==> config.mk <==
export PLATFORM = sky130hd
export DESIGN_NAME = rob_retire
export DESIGN_NICKNAME = d
export VERILOG_FILES = /design/src/rtl/rob_retire.sv
export SDC_FILE = /design/constraint.sdc
export NUM_CORES = 1
export LEC_CHECK = 0
export CORE_MARGIN = 2
export CORE_UTILIZATION = 30
export CTS_BUF_LIST = sky130_fd_sc_hd__clkbuf_4
export CTS_CLUSTER_DIAMETER = 40
export DETAILED_ROUTE_END_ITERATION = 7
export DONT_BUFFER_PORTS = 1
export PLACE_DENSITY = 0.55
export SKIP_LAST_GASP = 1
export SLEW_MARGIN = 10
export SYNTH_ARGS = -nofsm -noshare
export SYNTH_HDL_FRONTEND = slang
export SYNTH_SLANG_ARGS = --single-unit
==> constraint.sdc <==
create_clock -name clk -period 3.2 [get_ports clk]
set_input_delay 0.48 -clock clk [delete_from_list [all_inputs] [get_ports clk]]
set_output_delay 0.48 -clock clk [all_outputs]
set_load 0.1 [all_outputs]
==> src/rtl/rob_retire.sv <==
// In-order ROB retirement: allocates tags, tracks completions, retires via the head read port.
// Latency: done at cycle N -> retire_valid_o at N+2. The output stage reloads only when empty or being consumed.
module rob_retire #(
    parameter int ADDR_WIDTH = 4,
    parameter int DATA_WIDTH = 8
) (
    input  logic                  clk,
    input  logic                  rst_n,
    input  logic                  alloc_req_i,
    output logic                  alloc_gnt_o,
    output logic [ADDR_WIDTH-1:0] alloc_tag_o,
    input  logic                  done_i,
    input  logic [ADDR_WIDTH-1:0] done_tag_i,
    output logic                  done_err_o,
    output logic [ADDR_WIDTH-1:0] mem_addr_read_o,
    input  logic [DATA_WIDTH-1:0] mem_data_read_i,
    output logic                  retire_valid_o,
    input  logic                  retire_ready_i,
    output logic [DATA_WIDTH-1:0] retire_data_o,
    output logic [ADDR_WIDTH-1:0] retire_tag_o,
    output logic [ADDR_WIDTH:0]   count_o
);

    localparam int                DEPTH = 1 << ADDR_WIDTH;
    localparam logic [ADDR_WIDTH:0] FULL = (ADDR_WIDTH + 1)'(DEPTH);

    logic [ADDR_WIDTH:0]   head_q, head_d, tail_q, tail_d, count;
    logic [DEPTH-1:0]      done_q, done_d;
    logic                  valid_q, valid_d;
    logic [DATA_WIDTH-1:0] data_q, data_d;
    logic [ADDR_WIDTH-1:0] tag_q, tag_d;
    logic                  err_q, err_d;

    logic [ADDR_WIDTH-1:0] head_idx, tail_idx, done_offset;
    logic                  alloc_fire, tag_alloc, load;

    assign count       = tail_q - head_q;
    assign head_idx    = head_q[ADDR_WIDTH-1:0];
    assign tail_idx    = tail_q[ADDR_WIDTH-1:0];
    assign alloc_fire  = alloc_req_i && (count != FULL);
    // Distance from head decides whether the completing tag is live.
    assign done_offset = done_tag_i - head_idx;
    assign tag_alloc   = ({1'b0, done_offset} < count);
    assign load        = (count != '0) && done_q[head_idx] && (!valid_q || retire_ready_i);

    always_comb begin
        head_d  = head_q;
        tail_d  = tail_q;
        done_d  = done_q;
        valid_d = valid_q;
        data_d  = data_q;
        tag_d   = tag_q;
        err_d   = done_i && !tag_alloc;

        if (alloc_fire) begin
            tail_d           = tail_q + 1'b1;
            done_d[tail_idx] = 1'b0;
        end
        if (done_i && tag_alloc) begin
            done_d[done_tag_i] = 1'b1;
        end
        if (load) begin
            valid_d          = 1'b1;
            data_d           = mem_data_read_i;
            tag_d            = head_idx;
            done_d[head_idx] = 1'b0;
            head_d           = head_q + 1'b1;
        end else if (valid_q && retire_ready_i) begin
            valid_d = 1'b0;
        end
    end

    always_ff @(posedge clk or negedge rst_n) begin
        if (!rst_n) begin
            head_q  <= '0;
            tail_q  <= '0;
            done_q  <= '0;
            valid_q <= 1'b0;
            data_q  <= '0;
            tag_q   <= '0;
            err_q   <= 1'b0;
        end else begin
            head_q  <= head_d;
            tail_q  <= tail_d;
            done_q  <= done_d;
            valid_q <= valid_d;
            data_q  <= data_d;
            tag_q   <= tag_d;
            err_q   <= err_d;
        end
    end

    assign alloc_gnt_o     = (count != FULL);
    assign alloc_tag_o     = tail_idx;
    assign mem_addr_read_o = head_idx;
    assign done_err_o      = err_q;
    assign retire_valid_o  = valid_q;
    assign retire_data_o   = data_q;
    assign retire_tag_o    = tag_q;
    assign count_o         = count;

endmodule

Word level (Yosys, flattened, before mapping)
Cells that the tools add are included.
{"block": "word_totals", "register_bits": 40, "latchBits": 0, "mem_bits_rw": 0, "mem_bits_ro": 0, "inputBits": 17, "out_inout_bits": 28, "mem_count": 0}
{"block": "classes", "add_sub_neg": 4, "n_mul": 0, "div": 0, "order_cmp": 7, "eq_ne": 1, "n_shift": 0, "n_mux": 13, "n_bitwise": 5, "reduce_logical": 14}
{"cell": "2-to-1 mux 16 bit", "n": 3}
{"cell": "AND 16 bit", "n": 2}
{"cell": "inverter 16 bit", "n": 2}
{"cell": "bitwise OR 16 bit", "n": 1}
{"cell": "< comparator 4 x 5 -> 1 bit, second input constant", "n": 3}
{"cell": "demux 1 bit (select 4 bit)", "n": 3}
{"cell": "greater-or-equal comparator 4 x 1 -> 1 bit, second input constant", "n": 3}
{"cell": "adder 5 x 1 -> 5 bit, second input constant", "n": 2}
{"cell": "logical AND 1 bit", "n": 9}
{"cell": "2-to-1 mux 1 bit", "n": 6}
{"cell": "< comparator 4 x 5 -> 1 bit", "n": 1}
{"cell": "!= test 5 bit, second input constant", "n": 1}
{"cell": "nonzero test 5 bit", "n": 1}
{"cell": "subtractor 5 bit", "n": 1}
{"cell": "binary-select mux 1 bit (select 4 bit)", "n": 1}
{"cell": "subtractor 4 bit", "n": 1}
{"cell": "zero test 1 bit", "n": 2}
{"cell": "nonzero test 2 bit", "n": 1}
{"cell": "logical OR 1 bit", "n": 1}

Longest topological paths before layout
Gate-level depths: netlist of run 1.
{"block": "depth", "depth_word": 11, "depth_mapped": 12}

Least setup slack after synthesis of run 1
Ideal clock, no wire load.
{"block": "synth_timing", "kind": "register to output", "start": "reg head_q[0]", "end": "out alloc_gnt_o", "arrival_ns": 3.233, "required_time_ns": 2.720, "path_slack_ns": -0.513, "path_stages_with_launch": 9, "n_path_buf": 1, "cell_sequence": "dfrtp_1 -> ha_1 -> inv_1 -> fa_1 -> nand3b_1 -> a211o_1 -> a211oi_1 -> clkbuf_1 -> inv_1"}
{"block": "synth_via", "elab_chain_len": 2}
{"item": "from (decl)", "line": "27", "source": "logic [ADDR_WIDTH:0] head_q, head_d, tail_q, tail_d, count;"}
{"item": "from (signal assigned)", "line": "75", "source": "head_q <= '0;"}
{"item": "from (signal assigned)", "line": "83", "source": "head_q <= head_d;"}
{"item": "subtractor 5 bit", "line": "37", "source": "assign count = tail_q - head_q;"}
{"item": "net count_o[1]", "line": "21", "source": "output logic [ADDR_WIDTH:0] count_o"}
{"item": "!= test 5 bit", "line": "93", "source": "assign alloc_gnt_o = (count != FULL);"}
{"item": "to (decl)", "line": "10", "source": "output logic alloc_gnt_o,"}
The timed path passes the listed nets, and every way through them passes these cells.

Final worst setup path of run 1
{"block": "layout_timing", "start": "reg tail_q[0]", "end": "out alloc_gnt_o"}
{"block": "layout_via", "elab_chain_len": 2}
{"item": "from (decl)", "line": "27"}
{"item": "from (signal assigned)", "line": "84", "source": "tail_q <= tail_d;"}
{"item": "subtractor 5 bit", "line": "37"}
{"item": "!= test 5 bit", "line": "93"}
No other way between the ends.

==> flow_summary_export.csv, run 1 <==
group,metric,value,unit
run_status,outcome,"completed",
synth,avgSynthCellArea,10.8,um2
critical_path,crit_slowest_cell,"dfrtp_1",
layout,antenna_cells,0,
run,cap_violations,0,
route,dr.pass1.iters,4,
synth,synth_top_family_by_area,"compound AO/OA/AOI/OAI gates",
clock_network,path_clk_slew,140,ps
global_route,grt_antenna_before_repair,0,
critical_path,rr_endpoint,"done_q[12]$_DFF_PN0_",
synth,yosys-top-cells-area,"dfrtp_1 38%, ha_1 8.6%, mux2_2 5.6%, o31ai_1 3.7%, mux4_1 3.0%",
synth,synth-compound-area-share,14.9,%
synth,synth_nets,279,
critical_path,worst_ep_required_time,2720,ps
global_route,grt_pass1_wl,10800,um
layout,nNetsFinal,293,
sta,skew,9.82,ps
synth,synth_edf_count,0,
synth,synthMuxAreaShare,10.1,%
critical_path,end_kind,"primary output",
synth,synth_area_leader_cell,"dfrtp_1",
synth,syn_area,2610,um2
synth,synthAdderAreaFrac,10.2,%
route,drt_iter0_markers,165,
critical_path,critPathBufInv,6,
critical_path,critical_path_class,"reg2out",
placement,portBuffers,0,
critical_path,path_cells,"inv_2, ha_4, inv_2, fa_2, xnor2_4, clkinvlp_4, a211o_1, a211oi_4, buf_12, clkinvlp_4, buf_6",
layout,layout-drive-gt1-share,24.1,%
synth,synth_xor_area_share,4.99,%
clock_network,htreeDepth,2,
floorplan,coreArea,8590,um2
critical_path,critical_path_cell_count,11,
floorplan,die_w,97.3,um
clock_network,cts_sinks,40,
floorplan,rows,34,
global_route,grt_usage,14.4,%
clock_network,cts_root_buffer,"clkbuf_4",
floorplan,start_util,30.4,%
synth,synth_top_area_share,38.4,%
synth,synth_cells,242,
synth,synth-simple-area-share,14.5,%
floorplan,die-height,97.3,um
critical_path,endpoint,"alloc_gnt_o",
clock_network,clockBufferDepth,2,
critical_path,r2r_setup_slack,210,ps
sta,setup_violations,0,
route,avgViaCountPerCell,5.47,
synth,synth_flop_cell,"dfrtp_1",
sta,setup_tns,0,ps
synth,seq_area_frac_synth,38.4,%
route,num_vias,1997,
route,routed_wl,6790,um
layout,area_delta_synth_final,16.2,%
global_route,grt_start_max_net_pins,41,
route,drc,0,
placement,dp_hpwl,4810,um
synth,synthTopCellsByCount,"40 x dfrtp_1, 18 x ha_1, 16 x inv_1",
clock_network,clkLatencyLatePin,370,ps
sta,slew_headroom,39.7,%
global_route,grt_pass1_vias,1951,
clock_network,cts_buffers,5,
critical_path,rr_startpoint,"head_q[0]$_DFFE_PN0P_",
critical_path,critical_path_arrival,2720,ps
sta,rsz0062_at_grt,"true",
clock_network,cts_tree,"done",
sta,finalCritPeriodShare,99.8,%
route,ant_nets,0,
sta,max_freq,0.313,GHz
synth,yosysWarnings,0,
sta,hold_viol,0,
critical_path,critPathMaxStageDelay,420,ps
critical_path,start_kind,"register",
sta,tightest_slew,904,ps
critical_path,crit_fanout,3,
critical_path,path_delay_family,"buffers and inverters",
critical_path,crit_path_start,"tail_q[0]$_DFFE_PN0N_",
synth,synth-seq-cells,40,
floorplan,dieArea,9460,um2
route,wl_per_cell,18.6,um
min_path,hp-class,"in2reg",
placement,place_area,2840,um2
floorplan,io_pins,45,
layout,design_area,3030,um2
synth,async_reset_ff_share,100,%
sta,finalMaxSlewViolations,0,
global_route,overflow,0,
synth,yosysMostFrequentCell,"dfrtp_1",
critical_path,ff2ff_path_depth,10,
placement,gp_congestion,0.891,
synth,ys_types,47,
sta,finalCriticalPeriod,3200,ps
==> repair_timing <==
item	CTS	global route
pin swaps	2	2
gates cloned	1	0
endpoints found under the hold margin	40	0
buffers inserted	3	1
hold buffers	2	0
setup endpoints to repair	1	1
resized for setup	2	1
==> state kept, by name, indices dropped and copies added, names as in the netlist <==
| register | flops |
|---|---|
| retire_tag_o | 4 |
| retire_valid_o | 1 |
| done_q | 16 |
| tail_q | 5 |
| retire_data_o | 8 |
| done_err_o | 1 |
| head_q | 5 |
==> worst reg2reg max path, stage by stage (launching register included) <==
cell,delay (ps)
dfrtp_2,410
buf_4,380
ha_1,230
inv_1,60
fa_1,440
ha_1,290
a2111o_1,380
a41oi_1,230
buf_4,200
nand3_1,90
a22oi_1,200
==> cells by family after synthesis <==
logic type	count (synthesis)
simple gates	68
compound gates	48
flops	40
buf+inv	34
fa+ha+maj	20
mux	18
xor+xnor	14
==> metal layers <==
layer / track usage, % / part of all wire, % / up-vias
li1: - / - / 920
met1: 19.2 / 43 / 989
met2: 23.7 / 49 / 73
met3: 2.37 / 4.7 / 15
met4: 5.34 / 2.8 / 0
met5: 0 / 0 / -
==> worst min-delay path by stage <==
stage / cells after the start / start / slack, ps / endpoint
6_report: 2 / done_tag_i[3] / 240 / done_q[9]$_DFF_PN0_
3_5_place_dp: 0 / rst_n / 190 / retire_data_o[5]$_DFFE_PN0P_
3_3_place_gp: 0 / rst_n / 190 / retire_data_o[6]$_DFFE_PN0P_
5_1_grt: 1 / mem_data_read_i[5] / 220 / retire_data_o[5]$_DFFE_PN0P_
2_1_floorplan: 0 / rst_n / 180 / done_err_o$_DFF_PN0_
4_1_cts: 2 / done_tag_i[3] / 230 / done_q[9]$_DFF_PN0_
==> through the flow <==
step	setup WS, ps	hold slack, ps	std cells	utilization [%]
2_1_floorplan	-303	184	242	-
3_3_place_gp	282	185	350	33.0
3_5_place_dp	241	185	350	33.0
4_1_cts	-16.7	226	364	35.1
5_1_grt	-84.9	224	365	35.3
6_report	4.97	244	365	35.3
==> cell usage in the layout, fill, tap and decap left out, types with 6 or more instances in the layout <==
master,n
xor2_1,6
o31ai_1,13
buf_4,18
a22oi_1,7
nand2_1,13
mux2_2,13
nor2_1,8
dfrtp_1,39
ha_1,17
inv_1,12
nand4_1,7
nand3_1,8
a32oi_1,8
nand2b_1,7
xnor2_1,7
nand3b_1,6
==> final cells by class <==
class,count,area (um2)
Clock buffer,5,37.5
Sequential cell,40,1000
Clock inverter,3,46.3
Inverter,16,67.6
Multi-Input combinational cell,168,1470
Timing Repair Buffer,25,269
Fill cell,865,5560
Tap cell,108,135
Power of run 1 is left out: the tool's default activity adds up to more than one toggle a clock period on the data nets, which glitch-free logic cannot reach.
==> run 2: changes to the inputs <==
--- a/config.mk
+++ b/config.mk
@@ -11,7 +11,7 @@
 export CTS_CLUSTER_DIAMETER = 40
 export DETAILED_ROUTE_END_ITERATION = 7
 export DONT_BUFFER_PORTS = 1
-export PLACE_DENSITY = 0.55
+export PLACE_DENSITY = 0.56
 export SKIP_LAST_GASP = 1
 export SLEW_MARGIN = 10
 export SYNTH_ARGS = -nofsm -noshare
==> constraint.sdc (replaced) <==
create_clock -name clk -period 2.7 [get_ports clk]
set_input_delay 0.405 -clock clk [delete_from_list [all_inputs] [get_ports clk]]
set_output_delay 0.405 -clock clk [all_outputs]
set_load 0.1 [all_outputs]
==> run 2 against run 1 <==
Compared with the run above: via count up 14%; cell area increased by 16%; the flow now finishes with violations (negative setup slack); non-clock buffer count grew 31; sequential share of layout area shrank 4.7 points; wire length is 15% higher; register-to-register slack got worse by 310 ps; final cell count is 8.8% higher; flip-flop and latch count stayed put; utilization is 5.8 points higher; die area is the same.
==> flow_summary_export.csv, run 2 (synthesis results as in run 1) <==
group,metric,value,unit
clock_network,htreeDepth,2,
sta,setup_tns,-1640,ps
global_route,gr-usage-met3,3.31,%
sta,finalCritPeriodShare,111,%
clock_network,cts_sinks,40,
sta,worst_slack,-303,ps
route,dr.pass1.iters,6,
clock_network,cts_tree,"done",
critical_path,crit_fanout,2,
floorplan,die_w,97.3,um
min_path,hp-class,"in2reg",
route,routed_wl,7840,um
global_route,grt_pass1_vias,2089,
layout,layout_commonest_cell,"buf_4",
layout,layout_common_cells,"41 x buf_4, 39 x dfrtp_1, 16 x ha_1, 12 x nand2_1, 12 x o31ai_1",
floorplan,die-height,97.3,um
placement,dp_slack,-56.3,ps
layout,layout-drive-gt1-share,43.3,%
sta,setup_violations,25,
global_route,grt.busiest_layer,"met2",
critical_path,critical_path_class,"reg2out",
route,wl_per_cell,19.7,um
placement,gp_congestion,0.855,
layout,area_delta_synth_final,35.2,%
floorplan,coreArea,8590,um2
route,drt_iter0_markers,322,
route,avgViaCountPerCell,5.73,
critical_path,crit_path_start,"tail_q[0]$_DFFE_PN0N_",
global_route,grt_start_max_net_pins,41,
critical_path,end_kind,"primary output",
sta,skew,20.9,ps
sta,tightest_slew,908,ps
floorplan,start_util,30.4,%
layout,largest_register_ffs,16,
floorplan,io_pins,45,
layout,nFillCells,811,
run,cap_violations,0,
sta,finalMaxSlewViolations,0,
run_status,violations,"negative setup slack",
sta,hold_viol,0,
sta,rsz0062_at_grt,"true",
critical_path,worst_ep_required_time,2300,ps
clock_network,path_clk_slew,150,ps
critical_path,rr_startpoint,"tail_q[0]$_DFFE_PN0N_",
layout,final_util,41.1,%
critical_path,critical_path_arrival,2600,ps
route,num_vias,2276,
global_route,met2_usage,24.4,%
layout,regMostFlops,"done_q",
sta,slew_headroom,39.5,%
global_route,grt_pass1_wl,11500,um
sta,max_freq,0.333,GHz
route,drc,0,
layout,antenna_cells,0,
placement,dp_hpwl,5200,um
sta,finalCriticalPeriod,3000,ps
clock_network,clockBufferDepth,2,
global_route,grt_antenna_before_repair,0,
floorplan,rows,34,
placement,portBuffers,0,
clock_network,cts_buffers,5,
clock_network,cts_root_buffer,"clkbuf_4",
route,ant_nets,0,
floorplan,dieArea,9460,um2
global_route,grtUsageMet1,20.2,%
layout,nNetsFinal,325,
global_route,grt_usage,15.2,%
min_path,hold_start,"done_i",
critical_path,start_kind,"register",
global_route,overflow,0,
run_status,outcome,"finished with violations",
clock_network,clkLatencyLatePin,380,ps
## run 2: what timing repair did
item	in CTS	in global routing
setup endpoints to repair	19	31
resized for setup	3	40
hold buffers	2	0
gates cloned	0	2
endpoints found under the hold margin	40	0
pin swaps	1	21
setup buffers	2	13
## run 2: cell type report
cell class | instances | area, um2 | area share [%]
multi-input combinational | 169 | 1710 | 48.4
clock buffer | 5 | 37.5 | 1.06
tap | 108 | 135 | 3.83
inverter | 16 | 67.6 | 1.91
sequential | 40 | 1000 | 28.4
clock inverter | 3 | 47.5 | 1.35
timing repair buffer | 56 | 533 | 15.1
## run 2: per-layer routing
layer  vias to the layer above  share of wire, %
li1                        990                 -
met1                      1121                40
met2                       135                51
met3                        30               6.7
met4                         0               2.8
met5                         -                 0
## run 2: metrics by stage
step,std cells,instance area [um2],hold WS [ps]
2_1_floorplan,242,2730,109
3_3_place_gp,370,3040,110
3_5_place_dp,370,3040,110
4_1_cts,382,3200,141
5_1_grt,397,3530,135
6_report,397,3530,138
## run 2: final timing paths
path                                         end  slack, ps  cells past startpoint
setup / recovery                     alloc_gnt_o       -300                     11
hold / removal              done_err_o$_DFF_PN0_        140                      2
setup reg to reg            done_q[10]$_DFF_PN0_       -100                     13
hold reg to reg            head_q[4]$_DFFE_PN0P_        540                      1
max in group asynchronous  head_q[0]$_DFFE_PN0P_       1990                      2
min in group asynchronous  head_q[2]$_DFFE_PN0P_        470                      2
## run 2: critical path: stages, from the launching register on
cell and delay, ps:
dfrtp_1 410, inv_2 80, ha_4 130, inv_2 30
fa_2 380, xnor2_4 190, clkinvlp_4 120, a211o_1 300
a211oi_2 180, buf_4 170, clkinvlp_4 80, buf_6 180
Power of run 2 is left out for the same reason.
==> run 3: changes to the inputs <==
--- a/config.mk
+++ b/config.mk
@@ -9,8 +9,10 @@
 export CORE_UTILIZATION = 30
 export CTS_BUF_LIST = sky130_fd_sc_hd__clkbuf_4
 export CTS_CLUSTER_DIAMETER = 40
+export CTS_CLUSTER_SIZE = 25
 export DETAILED_ROUTE_END_ITERATION = 7
 export DONT_BUFFER_PORTS = 1
+export GPL_ROUTABILITY_DRIVEN = 0
 export PLACE_DENSITY = 0.56
 export SKIP_LAST_GASP = 1
 export SLEW_MARGIN = 10
==> results of run 3 <==
No change in the layout: final DEF, timing and power equal those of run 2.
Power of run 3 is left out for the same reason.
